File: src/rtl/writeback_stage_reg.sv
// writeback_stage_reg
//
// MEM/WB pipeline register plus the writeback datapath of the 5-stage
// RISC-V pipeline. It captures the memory-stage instruction (with stall and
// flush control), then selects the result written back to the register file:
// the ALU result, an aligned and sign/zero-extended load value, PC+4, or the
// extended immediate. It also counts retired instructions.
//
// Ports:
//   clk          rising-edge clock
//   rst          synchronous active-low reset
//   stallW       hold the WB register contents
//   flushW       replace the incoming instruction with a bubble
//   validM       memory-stage instruction valid
//   RegWriteM    memory-stage instruction writes rd
//   ResultSrcM   result select: 00 ALU, 01 load, 10 PC+4, 11 immediate
//   funct3M      load size/sign encoding
//   ALUresultM   ALU result / load address
//   ReadDataM    raw aligned memory word
//   PCplus4M     link value
//   ImmExtM      extended immediate
//   RdM          destination register
//   ResultW      value written to the register file
//   RdW          destination register of the WB instruction
//   RegWriteW    effective register-file write enable (never for x0)
//   validW       WB stage holds a real instruction
//   retire_count retired-instruction count, wraps modulo 2^CNTW

module writeback_stage_reg #(
    parameter int XLEN  = 32,
    parameter int RADDR = 5,
    parameter int CNTW  = 32
) (
    input  logic             clk,
    input  logic             rst,
    input  logic             stallW,
    input  logic             flushW,
    input  logic             validM,
    input  logic             RegWriteM,
    input  logic [1:0]       ResultSrcM,
    input  logic [2:0]       funct3M,
    input  logic [XLEN-1:0]  ALUresultM,
    input  logic [XLEN-1:0]  ReadDataM,
    input  logic [XLEN-1:0]  PCplus4M,
    input  logic [XLEN-1:0]  ImmExtM,
    input  logic [RADDR-1:0] RdM,
    output logic [XLEN-1:0]  ResultW,
    output logic [RADDR-1:0] RdW,
    output logic             RegWriteW,
    output logic             validW,
    output logic [CNTW-1:0]  retire_count
);

    // Registered copies of the memory-stage fields.
    logic             reg_write_w;
    logic [1:0]       result_src_w;
    logic [2:0]       funct3_w;
    logic [XLEN-1:0]  alu_result_w;
    logic [XLEN-1:0]  read_data_w;
    logic [XLEN-1:0]  pc_plus4_w;
    logic [XLEN-1:0]  imm_ext_w;

    // Load alignment intermediates.
    logic [1:0]       offset_w;
    logic [7:0]       load_byte;
    logic [15:0]      load_half;
    logic [XLEN-1:0]  load_ext;

    // Asserted on edges where the WB register actually takes a new instruction.
    logic             load_en;

    assign load_en = !flushW && !stallW;

    // Pipeline register. A flush only needs to kill the control bits; the
    // data fields are don't-care for a bubble, so they are loaded anyway to
    // keep the data enable simple. A stall freezes everything.
    always_ff @(posedge clk) begin
        if (!rst) begin
            validW       <= 1'b0;
            reg_write_w  <= 1'b0;
            result_src_w <= 2'b00;
            funct3_w     <= 3'b000;
            alu_result_w <= '0;
            read_data_w  <= '0;
            pc_plus4_w   <= '0;
            imm_ext_w    <= '0;
            RdW          <= '0;
        end else if (flushW) begin
            validW       <= 1'b0;
            reg_write_w  <= 1'b0;
            result_src_w <= ResultSrcM;
            funct3_w     <= funct3M;
            alu_result_w <= ALUresultM;
            read_data_w  <= ReadDataM;
            pc_plus4_w   <= PCplus4M;
            imm_ext_w    <= ImmExtM;
            RdW          <= RdM;
        end else if (!stallW) begin
            validW       <= validM;
            reg_write_w  <= RegWriteM;
            result_src_w <= ResultSrcM;
            funct3_w     <= funct3M;
            alu_result_w <= ALUresultM;
            read_data_w  <= ReadDataM;
            pc_plus4_w   <= PCplus4M;
            imm_ext_w    <= ImmExtM;
            RdW          <= RdM;
        end
    end

    // Retire counter: an instruction is counted exactly once, on the edge it
    // enters WB. Stalled edges do not load, so a held instruction is never
    // counted twice; bubbles and flushed slots are not counted at all.
    always_ff @(posedge clk) begin
        if (!rst) begin
            retire_count <= '0;
        end else if (load_en && validM) begin
            retire_count <= retire_count + 1'b1;
        end
    end

    // Byte and halfword extraction from the lower word of the memory data.
    // The halfword lane ignores address bit 0 (misaligned halves are not
    // supported; the aligned half containing the address is returned).
    always_comb begin
        offset_w  = alu_result_w[1:0];
        load_byte = read_data_w[7:0];
        case (offset_w)
            2'd0:    load_byte = read_data_w[7:0];
            2'd1:    load_byte = read_data_w[15:8];
            2'd2:    load_byte = read_data_w[23:16];
            default: load_byte = read_data_w[31:24];
        endcase
        load_half = offset_w[1] ? read_data_w[31:16] : read_data_w[15:0];
    end

    // Sign/zero extension by funct3; unlisted encodings pass the whole word.
    always_comb begin
        case (funct3_w)
            3'b000:  load_ext = {{(XLEN-8){load_byte[7]}}, load_byte};
            3'b100:  load_ext = {{(XLEN-8){1'b0}}, load_byte};
            3'b001:  load_ext = {{(XLEN-16){load_half[15]}}, load_half};
            3'b101:  load_ext = {{(XLEN-16){1'b0}}, load_half};
            default: load_ext = read_data_w;
        endcase
    end

    // Result select, combinational from the registered fields.
    always_comb begin
        case (result_src_w)
            2'b00:   ResultW = alu_result_w;
            2'b01:   ResultW = load_ext;
            2'b10:   ResultW = pc_plus4_w;
            default: ResultW = imm_ext_w;
        endcase
    end

    // x0 is hardwired to zero, so a write to it is never presented.
    assign RegWriteW = reg_write_w && validW && (RdW != '0);

endmodule

File: config.mk
export PLATFORM = sky130hd
export DESIGN_NAME = writeback_stage_reg
export DESIGN_NICKNAME = d
export VERILOG_FILES = /design/src/rtl/writeback_stage_reg.sv
export SDC_FILE = /design/constraint.sdc
export NUM_CORES = 1
export LEC_CHECK = 0
export CAP_MARGIN = 20
export CORE_MARGIN = 2
export CORE_UTILIZATION = 44
export DETAILED_ROUTE_END_ITERATION = 10
export GPL_ROUTABILITY_DRIVEN = 0
export PLACE_DENSITY = 0.82
export SLEW_MARGIN = 20
export SYNTH_ARGS = -nofsm -noshare
export SYNTH_HDL_FRONTEND = slang
export SYNTH_SLANG_ARGS = --single-unit
File: constraint.sdc
create_clock -name clk -period 2 [get_ports clk]
set_clock_uncertainty 0.05 [all_clocks]
set_input_delay 0.2 -clock clk [delete_from_list [all_inputs] [get_ports clk]]
set_output_delay 0.2 -clock clk [all_outputs]
set_load 0.02 [all_outputs]
==> After elaboration in Yosys (flattened, before gate mapping) <==
Index checks and enable logic that the tools add are counted.
{ "op_classes": {"add_sub_neg": 1, "n_eq_ne": 8, "mux": 18, "bitwise_logic": 1, "n_reduce_logical": 11} }
{ "op_table": {"columns": ["cell", "count"], "rows": [
  ["2-to-1 mux 32 bit", 8],
  ["one-hot mux 32 bit (4 select lines)", 1],
  ["one-hot mux 32 bit (3 select lines)", 1],
  ["adder 32 x 1 -> 32 bit, second input constant", 1],
  ["one-hot mux 8 bit (3 select lines)", 1],
  ["2-to-1 mux 16 bit", 1],
  ["2-to-1 mux 5 bit", 2],
  ["equality test 3 bit, second input constant", 2],
  ["2-to-1 mux 3 bit", 2],
  ["nonzero test 5 bit", 1],
  ["equality test 2 x 1 -> 1 bit, second input constant", 2],
  ["equality test 2 bit, second input constant", 2],
  ["logical AND 1 bit", 4],
  ["logical NOT 2 bit", 2],
  ["2-to-1 mux 2 bit", 2],
  ["equality test 3 x 1 -> 1 bit, second input constant", 1],
  ["logical NOT 3 bit", 1],
  ["logical NOT 1 bit", 2],
  ["inequality test 2 x 1 -> 1 bit, second input constant", 1],
  ["OR reduction 2 bit", 1],
  ["NOT 1 bit", 1]
]} }
{ "totals": {"register_bits": 172, "output_inout_bits": 71} }

==> Logic depth before layout (Yosys ltp) <==
Gate-level depths: netlist of the first run.
{ "depth": {"ltp_word": 4, "depth_mapped": 7, "mapped_depth_nobuf": 6} }

==> Worst setup path after synthesis of the first run <==
No wires, ideal clock.
{ "synth_timing": {"path_type": "reg-to-reg", "from": "register retire_count[7]", "to": "register retire_count[31]", "setup_time_ps": 70, "arrival_ps": 2007, "required_ps": 1880, "path_slack_ps": -127, "path_stages_with_launch": 7, "path_buffers": 1, "cell_sequence": "dfxtp_1 and4_4 nand3_4 or4_1 buf_2 or3_1 a21oi_1"} }
{ "synth_via": {"elab_chain_cells": 1} }
{ "synth_rtl": {"columns": ["item", "line_no", "text"], "rows": [
  ["start: declaration", "51", "output logic [CNTW-1:0] retire_count"],
  ["start signal: assignment", "118", "retire_count <= retire_count + 1'b1;"],
  ["adder 32 x 1 -> 32 bit", "118", null]
]} }
Every way passes these cells.
A chain may end at the register's enable or synchronous reset.

==> Worst setup path in the final report of the first run <==
{ "layout_timing": {"from": "register alu_result_w[1]", "to": "output ResultW[16]"} }
{ "layout_via": {"elab_chain_cells": 4, "word_cells_on_any_way": 7} }
{ "layout_rtl": {"columns": ["item", "line_no", "text"], "rows": [
  ["start: declaration", "58", "logic [XLEN-1:0] alu_result_w;"],
  ["start signal: assignment", "93", "alu_result_w <= ALUresultM;"],
  ["start signal: assignment", "103", "alu_result_w <= ALUresultM;"],
  ["equality test 2 bit (tied with other cells)", "128", "case (offset_w)"],
  ["one-hot mux 8 bit (3 select lines)", "128", null],
  ["one-hot mux 32 bit (4 select lines) (*)", "139", "case (funct3_w)"],
  ["one-hot mux 32 bit (3 select lines) (*)", "150", "case (result_src_w)"],
  ["end: declaration", "47", "output logic [XLEN-1:0] ResultW,"]
]} }
Mark *: on every way between the ends. The rest lies on a longest branch, timed or not.

==> results of run 1 <==
-- timing repair --
item | 4_1_cts | 5_1_grt
gates resized for setup | 258 | 48
pin swaps | 17 | 26
endpoints found under the setup margin | 34 | 39
buffers inserted | 14 | 7
hold buffers | 0 | 0
cloned | 1 | 1
-- sequential cells by signal (all words and copies together) (netlist names) --
name          flops
RdW               5
alu_result_w     32
funct3_w          3
imm_ext_w        32
pc_plus4_w       32
read_data_w      32
reg_write_w       1
result_src_w      2
retire_count     32
validW            1
-- synth_stat cells, types with 7 or more instances --
library cell	count
clkbuf_1	67
mux2i_1	21
xnor2_1	20
nor3_1	17
or3_1	10
nor2b_1	10
a21oi_1	192
inv_1	7
o21ai_0	49
nand3_1	10
nor2_1	66
dfxtp_1	172
nand2_1	298
-- logic make-up (layout without fill, tap and decap cells) --
logic type               after synthesis  in the layout  share of synthesized area (%)
XOR/XNOR                              24             24                          2.733
AO/OA/AOI/OAI                        265            265                          18.27
adder cells (fa/ha/maj)                1              1                         0.1626
AND/OR/NAND/NOR                      445            446                          24.72
multiplexers                          31             31                          5.075
buffers and inverters                 85            367                          4.278
flip-flops                           172            172                          44.76
-- worst max-delay path: cells and delay by family (launching register included) --
kind	cells	cell delay [ps]
AND/OR/NAND/NOR	1	190
buffers and inverters	4	550
flip-flops	1	360
multiplexers	2	470
AO/OA/AOI/OAI	2	150
-- power by group through the flow --
stage	combinational [uW]	clock (uW)	sequential [uW]
2_1_floorplan	704	0	3760
3_3_place_gp	1490	0	3770
3_5_place_dp	1500	0	3780
4_1_cts	1580	3250	3710
5_1_grt	1790	3380	3740
6_report	1680	3230	3720
-- layer usage --
metal | track usage [%] | vias to the layer above | wire length, um | share of wire, %
met1 | 35.13 | 3835 | 11120 | 42
li1 | - | 3977 | - | -
met3 | 5.071 | 84 | 1814 | 6.8
met5 | 0 | - | 0 | 0
met2 | 43.97 | 372 | 12860 | 48
met4 | 12.73 | 0 | 937 | 3.5
-- per-stage QoR --
step	cells	setup slack, ps	instance area (um^2)	setup TNS, ps	util [%]
2_1_floorplan	1023	-1.566	7712	-14.48	-
3_3_place_gp	1478	-394.4	10730	-9631	62.45
3_5_place_dp	1478	-426.6	10730	-11380	62.45
4_1_cts	1523	-403.3	11540	-8144	67.19
5_1_grt	1531	-451.7	11790	-11740	68.66
6_report	1531	-404.0	11790	-10030	68.66
-- final cells by class --
cell class              instances  share of cell area [%]
inverters                       9                  0.3289
flip-flops and latches        172                   29.46
clock inverters                 7                  0.7639
multi-input cells             767                   35.62
well taps                     225                   2.387
repair buffers                327                   27.44
clock buffers                  24                   4.000
-- path summary, 6_finish.rpt --
path,from,to,slack [ps],depth (start not counted)
setup / recovery,alu_result_w[1],ResultW[16],-400,9
hold / removal,ALUresultM[24],alu_result_w[24],270,3
setup reg to reg,retire_count[18],retire_count[31],70,5
hold reg to reg,alu_result_w[24],alu_result_w[24],400,2
==> results_dict.tcl, run 1 <==
set metrics [dict create \
    crit_chain "buf_6 -> mux2_4 -> mux2i_1 -> o21ai_1 -> nand2_2 -> buf_6 -> buf_6 -> o21ai_2 -> buf_6" \
    antennaDiodeCount 0 \
    yosys.area.top_type_share_pct 44.76 \
    cp_common_cell "buf_6" \
    worstPathArrival_ps 2150 \
    startpoint_type "flop" \
    synth_top_area_cell "dfxtp_1" \
    status "finished, violations left" \
    via_count 8268 \
    wl_per_cell_um 17.46 \
    fp-row-count 48 \
    vdd_drop_max_mv 0.6541 \
    yosysUniqueCellTypes 49 \
    grtUsageTotal_pct 27.20 \
    fp.dieArea_um2 18560 \
    hold_violations 0 \
    worst_skew_pair.late_latency_ps 430 \
    p_total_uw 8631 \
    critPathCaptureType "output port" \
    fin_crit_sh_pct 120.2 \
    dp_hpwl_um 17790 \
    final_common_cell "nand2_1" \
    fp.dieW_um 136.2 \
    maxCapViolations 0 \
    via_per_inst 5.400 \
    area_delta_synth_final_pct 53.30 \
    p_sw_share_pct 26.48 \
    hold_class "in2reg" \
    synth_warnings 0 \
    rsz0062_at_grt "true" \
    first_pass_iters 5 \
    clock_path_buffers 2 \
    worstPathMaxFanout 6 \
    cts_root_buf "clkbuf_16" \
    drive_above_1_share_pct 19.83 \
    p_clk_share_pct 37.4 \
    synth_area_um2 7692 \
    report.final.slew_viol_count 0 \
    synth_enable_flop_cells 0 \
    crit_type "reg2out" \
    fp.dieH_um 136.2 \
    synth_seq_cells 172 \
    grt_pass1_wl_um 39450 \
    cp_slowest_cell "dfxtp_4" \
    cts_buffers 17 \
    globalRouteOverflowTotal 0 \
    max_stage_delay_ps 360 \
    ys.flop_type "dfxtp_1" \
    cts_tree "yes" \
    syn_nets 1168 \
    clkSinkCount 172 \
    timing.fmax_mhz 416.0 \
    max_slew_margin_pct 56.13 \
    layout_common_cells "296 x nand2_1, 188 x a21oi_1, 181 x clkdlybuf4s50_1" \
    drtIter0Drc 788 \
    fin_crit_ps 2404 \
    synthArstFlopShare_pct 0 \
    tightest_slew_ps 651.2 \
    ys_seq_area_share_pct 44.76 \
    synth.area.top_cells "dfxtp_1 45%, nand2_1 15%, a21oi_1 12%" \
    initial_core_util_pct 44.78 \
    pwr-share-seq_pct 43.1 \
    core-area_um2 17180 \
    setup_viol_count_final 32 \
    p_leak_uw 0.004674 \
    violations "negative setup slack" \
    fillers 1341 \
    ff_latch_area_um2 3475 \
    ant_nets 0 \
    grt_start_max_net_pins 75 \
    routed_wirelength_um 26740 \
    nets 1439 \
    portBuffers 214 \
    p_sw_uw 2285 \
    p_int_uw 6346 \
    multi_input_area_um2 4200 \
    avgSynthCellArea_um2 7.519 \
    drc_errors 0 \
    critPathRequiredTime_ps 1750 \
    cts.clk_slew.worst_paths_ps 60 \
    power_density_nw_per_um2 731.9 \
    antenna_found_initial 1 \
    syn_inst 1023 \
    cts_max_level 4 \
    grt_pass1_vias 7783 \
    setup_ws_ps -404.0 \
    combPwrFrac_pct 19.5 \
    io_pins 215 \
    fin_hold_ws_ps 268.2 \
]
(Power assumes the default switching activity.)
==> run 2: changes to the inputs <==
--- a/config.mk
+++ b/config.mk
@@ -10,6 +10,7 @@
 export CORE_UTILIZATION = 44
 export DETAILED_ROUTE_END_ITERATION = 10
 export GPL_ROUTABILITY_DRIVEN = 0
+export GPL_TIMING_DRIVEN = 0
 export PLACE_DENSITY = 0.82
 export SLEW_MARGIN = 20
 export SYNTH_ARGS = -nofsm -noshare
==> results_dict.tcl, run 2 (same netlist as run 1, synthesis figures left out) <==
set metrics [dict create \
    max_stage_delay_ps 360 \
    p_sw_share_pct 27.73 \
    cp_slowest_cell "dfxtp_4" \
    cts.clk_slew.worst_paths_ps 60 \
    p_clk_share_pct 37.7 \
    wl_per_cell_um 18.77 \
    final_common_cell "nand2_1" \
    rsz0062_at_grt "true" \
    p_int_uw 6140 \
    fin_crit_ps 2460 \
    fillers 1380 \
    fin_crit_sh_pct 123.0 \
    pwr-share-seq_pct 44.0 \
    nets 1440 \
    fp.dieH_um 136.2 \
    first_pass_iters 6 \
    via_count 8737 \
    combPwrFrac_pct 18.3 \
    clock_path_buffers 2 \
    status "finished, violations left" \
    fp-row-count 48 \
    setup_viol_count_final 32 \
    ant_nets 0 \
    grt_start_max_net_pins 17 \
    cts_max_level 4 \
    hold_violations 0 \
    globalRouteOverflowTotal 0 \
    cts_buffers 17 \
    max_slew_margin_pct 52.08 \
    drc_errors 0 \
    grtUsageTotal_pct 29.50 \
    power_density_nw_per_um2 745.4 \
    drive_above_1_share_pct 16.82 \
    startpoint_type "flop" \
    p_leak_uw 0.004407 \
    timing.fmax_mhz 406.5 \
    critPathRequiredTime_ps 1750 \
    dp_hpwl_um 19670 \
    worst_skew_pair.late_latency_ps 440 \
    fp.dieW_um 136.2 \
    p_sw_uw 2356 \
    maxCapViolations 0 \
    cts_root_buf "clkbuf_16" \
    multi_input_area_um2 4210 \
    layout_common_cells "296 x nand2_1, 187 x a21oi_1, 179 x clkdlybuf4s50_1" \
    vdd_drop_max_mv 0.6760 \
    cts_tree "yes" \
    hold_class "in2reg" \
    dp_slack_ps -1138 \
    grt_pass1_vias 8036 \
    final_util_pct 66.35 \
    drtIter0Drc 981 \
    antenna_found_initial 1 \
    crit_chain "buf_6 -> buf_12 -> buf_4 -> mux2i_2 -> a2bb2oi_2 -> o211ai_1 -> a22oi_2 -> buf_6" \
    io_pins 215 \
    fp.dieArea_um2 18560 \
    cp_common_cell "buf_6" \
    worstPathArrival_ps 2210 \
    core-area_um2 17180 \
    critPathCaptureType "output port" \
    area_delta_synth_final_pct 48.16 \
    setup_ws_ps -460.2 \
    portBuffers 213 \
    report.final.slew_viol_count 0 \
    grt_pass1_wl_um 41900 \
    clkSinkCount 172 \
    routed_wirelength_um 28770 \
    initial_core_util_pct 44.78 \
    via_per_inst 5.699 \
    antennaDiodeCount 0 \
    ff_latch_area_um2 3495 \
    violations "negative setup slack" \
    tightest_slew_ps 718.8 \
    worstPathMaxFanout 8 \
    crit_type "reg2out" \
]
-- run 2: cell type report --
cell class / count / share of cell area, %
Buffer: 72 / 3.304
Clock buffer: 19 / 3.798
Clock inverter: 13 / 1.087
Inverter: 9 / 0.3623
Multi-Input combinational cell: 766 / 36.94
Sequential cell: 172 / 30.66
Tap cell: 225 / 2.470
Timing Repair Buffer: 257 / 21.37
-- run 2: worst paths after layout --
path | slack [ps] | end | from | cells after the start
setup / recovery | -460 | ResultW[5] | alu_result_w[1] | 8
hold / removal | 10 | reg_write_w | stallW | 3
setup reg to reg | 10 | retire_count[29] | retire_count[16] | 6
hold reg to reg | 400 | imm_ext_w[3] | imm_ext_w[3] | 2
-- run 2: repair_timing --
action                                  in CTS  in global routing
endpoints found under the setup margin      44                 48
hold endpoints to repair                     1                  0
buffers inserted                            27                 14
pin swaps                                   15                 17
resized for setup                          272                 56
hold buffers                                 1                  0
cloned                                       1                  1
-- run 2: power groups by stage --
stage	combinational [uW]	clock (uW)	sequential [uW]
2_1_floorplan	704	0	3760
3_3_place_gp	1380	0	3780
3_5_place_dp	1400	0	3790
4_1_cts	1440	3210	3730
5_1_grt	1650	3360	3750
6_report	1550	3200	3740
-- run 2: critical path, delay by kind of cell, from the launching register on --
family          cells  cell delay [ps]
buf+inv             4              560
mux                 1              190
compound gates      3              660
flops               1              360
-- run 2: metal layers --
| metal | vias to the layer above | routed length, um | global-route usage [%] |
|---|---|---|---|
| li1 | 3983 | - | - |
| met1 | 4038 | 10910 | 37.56 |
| met2 | 583 | 13270 | 46.93 |
| met3 | 131 | 2950 | 5.891 |
| met4 | 2 | 1635 | 16.15 |
| met5 | - | 10 | 0 |
-- run 2: metrics by stage --
stage	hold slack (ps)	total power (uW)	std cells	TNS, ps	instance area, um^2
floorplan	271.7	4461	1023	-14.48	7712
global placement	384.4	5162	1461	-60850	10130
detailed placement	391.6	5184	1461	-61770	10130
CTS	5.370	8376	1519	-8360	11100
global route	23.90	8759	1533	-12280	11400
finish	9.633	8496	1533	-10130	11400
==> run 3: changes to the inputs <==
--- a/config.mk
+++ b/config.mk
@@ -8,10 +8,12 @@
 export CAP_MARGIN = 20
 export CORE_MARGIN = 2
 export CORE_UTILIZATION = 44
+export CTS_CLUSTER_SIZE = 12
 export DETAILED_ROUTE_END_ITERATION = 10
 export GPL_ROUTABILITY_DRIVEN = 0
 export GPL_TIMING_DRIVEN = 0
 export PLACE_DENSITY = 0.82
+export REMOVE_ABC_BUFFERS = 1
 export SLEW_MARGIN = 20
 export SYNTH_ARGS = -nofsm -noshare
 export SYNTH_HDL_FRONTEND = slang
==> results_dict.tcl, run 3 (same netlist as run 1, synthesis figures left out) <==
set metrics [dict create \
    final_util_pct 66.51 \
    power_density_nw_per_um2 763.9 \
    p_leak_uw 0.004397 \
    fp.dieArea_um2 18560 \
    critPathCaptureType "output port" \
    min_from "ALUresultM[0]" \
    clock_path_buffers 2 \
    wl_per_cell_um 17.75 \
    setup_viol_count_final 32 \
    dp_hpwl_um 15460 \
    rsz0062_at_grt "true" \
    drive_above_1_share_pct 16.69 \
    via_per_inst 5.477 \
    ff_latch_area_um2 3492 \
    critPathRequiredTime_ps 1750 \
    cts.clk_slew.worst_paths_ps 60 \
    antenna_found_initial 2 \
    layout_common_cells "295 x nand2_1, 187 x a21oi_1, 179 x clkdlybuf4s50_1" \
    ant_nets 0 \
    crit_type "reg2out" \
    hold_buffers 0 \
    worstPathMaxFanout 7 \
    via_count 8068 \
    startpoint_type "flop" \
    hold_class "in2reg" \
    cts_root_buf "clkbuf_16" \
    fp-row-count 48 \
    drc_errors 0 \
    fp.dieH_um 136.2 \
    fin_crit_ps 2371 \
    cts_max_level 4 \
    p_total_uw 8728 \
    dp_slack_ps -1979 \
    tightest_slew_ps 788.7 \
    maxCapViolations 0 \
    reg2reg_from "retire_count[16]" \
    reg2reg_slack_ps 10 \
    multi_input_area_um2 4248 \
    status "finished, violations left" \
    worst_skew_pair.late_latency_ps 420 \
    portBuffers 214 \
    fin_tns_setup_ps -7386 \
    hold_end "alu_result_w[0]" \
    vdd_drop_max_mv 0.6501 \
    worstPathArrival_ps 2120 \
    grt_pass1_wl_um 38940 \
    grt_start_max_net_pins 103 \
    routed_wirelength_um 26150 \
    dpl_cell_area_um2 10060 \
    postLayoutCellArea_um2 11420 \
    whs_path_depth 3 \
    fillers 1412 \
    rr_worst_depth 5 \
    first_pass_iters 4 \
    core-area_um2 17180 \
    area_delta_synth_final_pct 48.52 \
    io_pins 215 \
    r2r_end "retire_count[27]" \
    setup_ws_ps -370.7 \
    nets 1378 \
    cts_tree "yes" \
    grt_pass1_vias 7608 \
    drtIter0Drc 738 \
    final_common_cell "nand2_1" \
    hold_violations 0 \
    cts_buffers 17 \
    grtUsageTotal_pct 27.11 \
    timing.fmax_mhz 421.8 \
    initial_core_util_pct 44.78 \
    max_slew_margin_pct 47.42 \
    fp.dieW_um 136.2 \
    report.final.slew_viol_count 0 \
    clkSinkCount 172 \
    globalRouteOverflowTotal 0 \
    violations "negative setup slack" \
    fin_crit_sh_pct 118.5 \
]
run 3: cell types whose count changed in the layout (fill, tap and decap cells not counted), sizes merged, moves of 2 or more:
cell / delta
clkinvlp: +4
buf: -4
clkbuf: -57
inv: -2
clkinv: -5
diode: +2
run 3: worst max path at each step:
stage	from	endpoint	slack (ps)	cells after the start
after floorplan	flushW	RdW[0]	-3140	3
after global placement	stallW	alu_result_w[27]	-6500	4
after detailed placement	result_src_w[0]	ResultW[19]	-1980	5
after CTS	alu_result_w[1]	ResultW[14]	-350	6
after global routing	alu_result_w[1]	ResultW[9]	-430	6
final	alu_result_w[1]	ResultW[14]	-370	6
run 3: layout make-up:
class | count | share of cell area [%]
multi-input combinational | 766 | 37.18
sequential | 172 | 30.57
timing repair buffer | 265 | 23.84
clock buffer | 23 | 4.184
tap | 225 | 2.464
clock inverter | 9 | 1.183
inverter | 9 | 0.4271
timing repair inverter | 2 | 0.1095
antenna | 2 | 0.04381
run 3: per-stage QoR:
stage / hold WS (ps) / cells
floorplan: 271.7 / 947
global placement: 385.3 / 1386
detailed placement: 391.8 / 1395
CTS: 261.3 / 1465
global route: 271.5 / 1473
finish: 271.5 / 1473
run 3: metal layers:
layer	GRT usage, %	routed length, um	vias up
li1	-	-	3868
met1	34.53	10760	3789
met2	43.24	12460	342
met3	5.406	1905	69
met4	14.47	1024	0
met5	0	0	-
run 3: power by group:
part / total [uW] / leakage [uW] / internal, uW / switching [uW]
clock: 3450 / 0.000290 / 2070 / 1370
combinational: 1550 / 0.00268 / 777 / 770
sequential: 3730 / 0.00143 / 3600 / 139
run 3: worst max-delay path, stage by stage, from the launching register on:
cell	delay, ps
dfxtp_4	380
nor2b_4	160
a22o_1	180
a22o_1	210
mux4_2	470
nand2b_4	160
buf_6	130
run 3: what timing repair did:
| action | CTS | global route |
|---|---|---|
| setup buffers | 35 | 6 |
| pin swaps | 14 | 25 |
| resized for setup | 234 | 85 |
| cloned | 3 | 0 |
| setup endpoints to repair | 49 | 41 |
